`src/rtl/hazard_ctrl.sv`:
```
// Hazard control for a 5-stage pipeline: load-use stall, taken-branch flush,
// whole-pipeline freeze on memory busy with deferred flush, freeze timeout
// detection and saturating stall/flush performance counters.
module hazard_ctrl #(
  parameter int CNT_W      = 16,
  parameter int FREEZE_MAX = 255
) (
  input  logic             clk_i,
  input  logic             rst_i,
  input  logic [4:0]       ID_rs1_i,
  input  logic [4:0]       ID_rs2_i,
  input  logic             ID_uses_rs2_i,
  input  logic [4:0]       EX_rd_i,
  input  logic             EX_MemRead_i,
  input  logic             Branch_taken_i,
  input  logic             Mem_busy_i,
  output logic             Stall_o,
  output logic             Flush_o,
  output logic             PC_write_o,
  output logic             IDEX_bubble_o,
  output logic             Pipe_freeze_o,
  output logic             Err_o,
  output logic [CNT_W-1:0] Stall_cnt_o,
  output logic [CNT_W-1:0] Flush_cnt_o
);

  // One spare bit so that the freeze count plus one never wraps.
  localparam int FW = $clog2(FREEZE_MAX + 1) + 1;
  localparam logic [FW-1:0] FMAX = FW'(FREEZE_MAX);

  typedef enum logic {RUN, FREEZE} state_t;

  state_t          state_q, state_d;
  logic            flush_pend_q, flush_pend_d;
  logic [FW-1:0]   fcnt_q, fcnt_d, fcnt_inc;
  logic            err_q, err_d, err_now;
  logic [CNT_W-1:0] stall_cnt_q, stall_cnt_d;
  logic [CNT_W-1:0] flush_cnt_q, flush_cnt_d;

  logic lu;
  logic br_ok;

  // Load-use hazard against the load in EX; x0 never creates a dependency.
  assign lu = EX_MemRead_i && (EX_rd_i != 5'd0) &&
              ((EX_rd_i == ID_rs1_i) || (ID_uses_rs2_i && (EX_rd_i == ID_rs2_i)));

  // A branch outcome is only trusted when its operands are not waiting on a load.
  assign br_ok = Branch_taken_i && !lu;

  // Pipeline control outputs and FSM next state, all effective at the coming edge.
  always_comb begin
    state_d       = state_q;
    flush_pend_d  = flush_pend_q;
    Stall_o       = 1'b0;
    Flush_o       = 1'b0;
    PC_write_o    = 1'b1;
    IDEX_bubble_o = 1'b0;
    Pipe_freeze_o = 1'b0;
    if (rst_i) begin
      // Reset zeroes IF/ID and bubbles ID/EX so nothing stale issues.
      Flush_o       = 1'b1;
      PC_write_o    = 1'b0;
      IDEX_bubble_o = 1'b1;
      state_d       = RUN;
      flush_pend_d  = 1'b0;
    end else if (Mem_busy_i) begin
      Pipe_freeze_o = 1'b1;
      Stall_o       = 1'b1;
      PC_write_o    = 1'b0;
      state_d       = FREEZE;
      // Remember a taken branch seen while frozen; apply it on the way out.
      flush_pend_d  = (state_q == FREEZE) ? (flush_pend_q || br_ok) : br_ok;
    end else begin
      state_d      = RUN;
      flush_pend_d = 1'b0;
      if (((state_q == FREEZE) && flush_pend_q) || br_ok) begin
        Flush_o = 1'b1;
      end else if (lu) begin
        Stall_o       = 1'b1;
        PC_write_o    = 1'b0;
        IDEX_bubble_o = 1'b1;
      end
    end
  end

  // Freeze length tracking: fcnt_q holds completed busy cycles of the current
  // freeze, so the busy cycle numbered FREEZE_MAX raises the error.
  always_comb begin
    fcnt_inc = fcnt_q + FW'(1);
    err_now  = Mem_busy_i && (fcnt_inc >= FMAX);
    fcnt_d   = Mem_busy_i ? ((fcnt_q >= FMAX) ? FMAX : fcnt_inc) : '0;
    err_d    = err_q || err_now;
  end

  assign Err_o = !rst_i && (err_q || err_now);

  // Saturating performance counters.
  always_comb begin
    stall_cnt_d = stall_cnt_q;
    flush_cnt_d = flush_cnt_q;
    if (Stall_o && !(&stall_cnt_q)) stall_cnt_d = stall_cnt_q + CNT_W'(1);
    if (Flush_o && !(&flush_cnt_q)) flush_cnt_d = flush_cnt_q + CNT_W'(1);
  end

  assign Stall_cnt_o = stall_cnt_q;
  assign Flush_cnt_o = flush_cnt_q;

  // State registers; reset discards any pending flush and all statistics.
  always_ff @(posedge clk_i or posedge rst_i) begin
    if (rst_i) begin
      state_q      <= RUN;
      flush_pend_q <= 1'b0;
      fcnt_q       <= '0;
      err_q        <= 1'b0;
      stall_cnt_q  <= '0;
      flush_cnt_q  <= '0;
    end else begin
      state_q      <= state_d;
      flush_pend_q <= flush_pend_d;
      fcnt_q       <= fcnt_d;
      err_q        <= err_d;
      stall_cnt_q  <= stall_cnt_d;
      flush_cnt_q  <= flush_cnt_d;
    end
  end

endmodule

```
`config.mk`:
```
export PLATFORM = sky130hd
export DESIGN_NAME = hazard_ctrl
export DESIGN_NICKNAME = d
export VERILOG_FILES = /design/src/rtl/hazard_ctrl.sv
export SDC_FILE = /design/constraint.sdc
export NUM_CORES = 1
export LEC_CHECK = 0
export ABC_AREA = 1
export ABC_CLOCK_PERIOD_IN_PS = 5200
export BUFFER_PORTS_ARGS = -buffer_cell sky130_fd_sc_hd__buf_2
export CAP_MARGIN = 20
export CORE_UTILIZATION = 59
export DETAILED_ROUTE_END_ITERATION = 6
export PLACE_DENSITY = 0.85
export SETUP_SLACK_MARGIN = 0.3
export SLEW_MARGIN = 10
export SYNTH_ARGS = -nofsm -noshare
export SYNTH_HDL_FRONTEND = slang
export SYNTH_SLANG_ARGS = --single-unit
```
`constraint.sdc`:
```
create_clock -name clk_i -period 5.2 [get_ports clk_i]
set_input_delay 0 -clock clk_i [delete_from_list [all_inputs] [get_ports clk_i]]
set_output_delay 0 -clock clk_i [all_outputs]
set_load 0.02 [all_outputs]
```
==> impl_results.md <==
* Largest vdd supply drop at 0.000274 V
* Final critical path time including I/O delays and setup at 2.14 ns
* Net switching fraction of the power at 0.346
* Count of filler cells inserted in the layout at 362
* Share of cells above drive strength 1 at 0.164
* Highest net fanout along the worst path at 19
* Switching power at 0.322 mW
* Hold Slack at a little over 0.08 ns
* Uppermost routed layer: met4
* Pin count of the biggest net entering global routing at 48
* Hold Vio Cnt, Final at 0
* Comb pwr share at 0.245
* Post-synthesis sequential element count at 44
* Summed area of non-filler cells in the final layout at about 3200 sq um
* Startpoint Class: register
* Boundary Pins at 59
* Setup Viol. Count Final at 0
* Initial Utilization at 0.628
* Routed via count at 2593
* Class of the worst hold path: input pin to register
* Relative contribution of sequential cells to total power at 0.465
* Relative area change from synthesis to final layout at 16.1%
* Avg Cell Area, Syn at 7.17 sq um
* Horizontal die dimension at 70.8 um
* Crit Reg-Reg Startpoint: Stall_cnt_o[0]
* DRC marker count from the first detailed-route iteration at 123
* Number of max-capacitance violations reported at 0
* Violated checks: DRC
* Hold_sp: Branch_taken_i
* Sequential-to-total area share from yosys stat at 0.395
* Total power draw at 0.932 mW
* Number of unique standard cell types used by synthesis at 28
* Run status: complete, but fails checks
* Wire length per cell at 11.4 um
* Gate Count Post-Synth at 389
* Number of global-route vias before repair at 2322
* Cell class contributing the biggest share of worst-path delay: simple AND/OR/NAND/NOR gates
* Via density per instance at between 5 and 6
* Sum of buffers and inverters on the critical path at 0
* Worst slack, placed at ~3.1 ns
* Final setup skew at 0.0111 ns
* Insertion delay of the later-clocked pin in the worst-skew pair at 0.30 ns
* Yosys Warn Count at 0
* RSZ-0062 raised after global routing: no
* Routed wl met2 at between 2000 and 3000 um
* Pwr Density at between 200 and 300 nW/um^2
* Final max-slew violation count at 0
* Final core utilization at 0.729
* Slew of the pin with the lowest slew margin at between 1 and 1.5 ns
* Final HPWL from detailed placement at 4170 um
* CP Cell Sequence: ha_1, nand3_1, nor2_1, nand3_1, nand3_2, nand2_1, nand2_1
* Clock tree root buffer cell: sky130_fd_sc_hd__clkbuf_8
* Port Buffers at just under 60
* Non-filler cells in the finished layout at 502
* TritonCTS clock tree: done
* Part of the power in the clock network at 0.291
* Clock transition at path regs at 0.10 ns
* Footprint of the multi-input gates at 1460 sq um
* Critical path endpoint category: register
* Register-to-register path setup slack at between 3 and 4 ns
* Aggregate global-route resource usage at 0.253
* Overall routed net length at 5730 um
* Reg2Reg Depth at 7
* Cell area after placement at around 3100 sq um
* Total of cells resized after clock tree synthesis at 0
* Worst path max stage delay at 0.46 ns
* Crit Reg-Reg Endpoint: Stall_cnt_o[1]
* Worst Setup EP: Stall_cnt_o[1]
* Clock buffer count from CTS at 5
* Post-synthesis cell area at 2790 sq um
* Final routed DRC violation total at 12
* Combined flip-flop and latch cell area at 1100 sq um
* Number of gates on the worst path with buffers counted at 7
* Placed Cells incl. Taps at 492
* Synthesized Nets at 415
* Internal power of the cells at 0.610 mW
* Max-Slew Margin vs Limit at 0.292
* WL met3 at approximately 300 um
* Nets at 475
* Die area at 5010 sq um
* Highest Clock Rate at about 470 MHz
* Post-route fraction of the period consumed by the critical path at 0.412
* Antenna diode instance count at 0
* Core Rows at 24
* Leakage at 1.83 nW
* First-pass GRT wire length at 10300 um
* Core region area at 4440 sq um
* Worst path required time at 5.44 ns
* Height of the chip at 70.8 um
* Drt pass-1 iters at 7
* Total routed wire length on the met1 layer at between 2000 and 3000 um
* Max Root-Sink Buffers at 2
* Weighted congestion at the end of routability-driven global placement at between 0.8 and 0.9
* Beginning of the critical path: Stall_cnt_o[0]
* Depth of the CTS H-tree at 2
* Cell at the slowest stage of the critical path: sky130_fd_sc_hd__dfrtp_1
* Antenna violation net count after detailed routing at 0
* Final setup TNS at 0 ns
* Number of antenna violations at the first check in global routing at 0
* Number of sinks driven by the clock tree at 44
* CP arrival at 2.38 ns
* Most used cells in the layout excluding fill and tap cells: sky130_fd_sc_hd__nand2_1, sky130_fd_sc_hd__buf_2, sky130_fd_sc_hd__inv_1, sky130_fd_sc_hd__nand3_1, sky130_fd_sc_hd__dfrtp_1
* Final worst-path setup slack at 3.06 ns
* Most frequent standard cell in the layout excluding fill and tap cells: sky130_fd_sc_hd__nand2_1
* Remaining global-route overflow at 0
* Critical path class: register to register
-- tightest hold or removal path, delay by kind of cell --
| family | cells | cell delay (ns) |
|---|---|---|
| AND/OR/NAND/NOR | 2 | 0.23 |
| buffers and inverters | 2 | 0.11 |
-- worst min path at each step --
stage | to | slack, ns | cells past startpoint
floorplan | Err_o | 0.08 | 1
global placement | state_q | 0.27 | 2
detailed placement | state_q | 0.28 | 2
CTS | flush_pend_q | 0.07 | 4
global route | flush_pend_q | 0.09 | 4
finish | flush_pend_q | 0.08 | 4
-- cell usage after synthesis, drive strengths merged --
cell type    n  area, sq um
nand2      132          508
inv         51          191
nand3       51          260
dfrtp       44         1100
nor2        29          116
xor2        25          219
nor3        13         70.1
o21ai        8         40.0
nand4        7         58.8
xnor2        6         52.6
buf          5         33.8
ha           5         62.6
a21oi        4         20.0
and3         2         12.5
clkbuf       2         7.51
nand3b       1         7.51
nor3b        1         7.51
nor4         1         6.26
o211ai       1         7.51
o21bai       1         7.51
-- repair_timing --
action / 4_1_cts / 5_1_grt
endpoints found under the hold margin: 48 / 0
setup buffers: 0 / 0
hold buffers: 2 / 0
-- cell type report --
type / count / area share
tap: 52 / 0.0201
timing repair buffer: 60 / 0.0958
inverter: 51 / 0.0591
multi-input combinational: 287 / 0.450
sequential: 44 / 0.340
clock buffer: 5 / 0.0212
clock inverter: 3 / 0.0143
-- registers in the layout (all words and copies together), names as in the netlist --
name,flops
err_q,1
state_q,1
fcnt_q,9
Flush_cnt_o,16
Stall_cnt_o,16
flush_pend_q,1
-- cell families (layout without fill, tap and decap cells) --
logic type	Yosys count	in the layout	synth area share
AO/OA/AOI/OAI	14	14	0.0269
XOR/XNOR	31	31	0.0973
adder cells (fa/ha/maj)	5	5	0.0224
buffers and inverters	58	119	0.0834
flip-flops	44	44	0.395
AND/OR/NAND/NOR	237	237	0.375
-- metal layers --
metal | vias up | track usage
met5 | - | 0
li1 | 1344 | -
met4 | 0 | 0.0756
met3 | 5 | 0.0527
met2 | 69 | 0.406
met1 | 1175 | 0.350
-- power groups by stage --
stage / clock network, mW / registers, mW / logic (mW)
after global placement: 0 / 0.437 / 0.224
after detailed placement: 0 / 0.438 / 0.230
after global routing: 0.288 / 0.439 / 0.259
after floorplan: 0 / 0.472 / 0.120
final: 0.271 / 0.433 / 0.228
after CTS: 0.276 / 0.432 / 0.231
No activity file was read; power rests on OpenSTA's default activity.
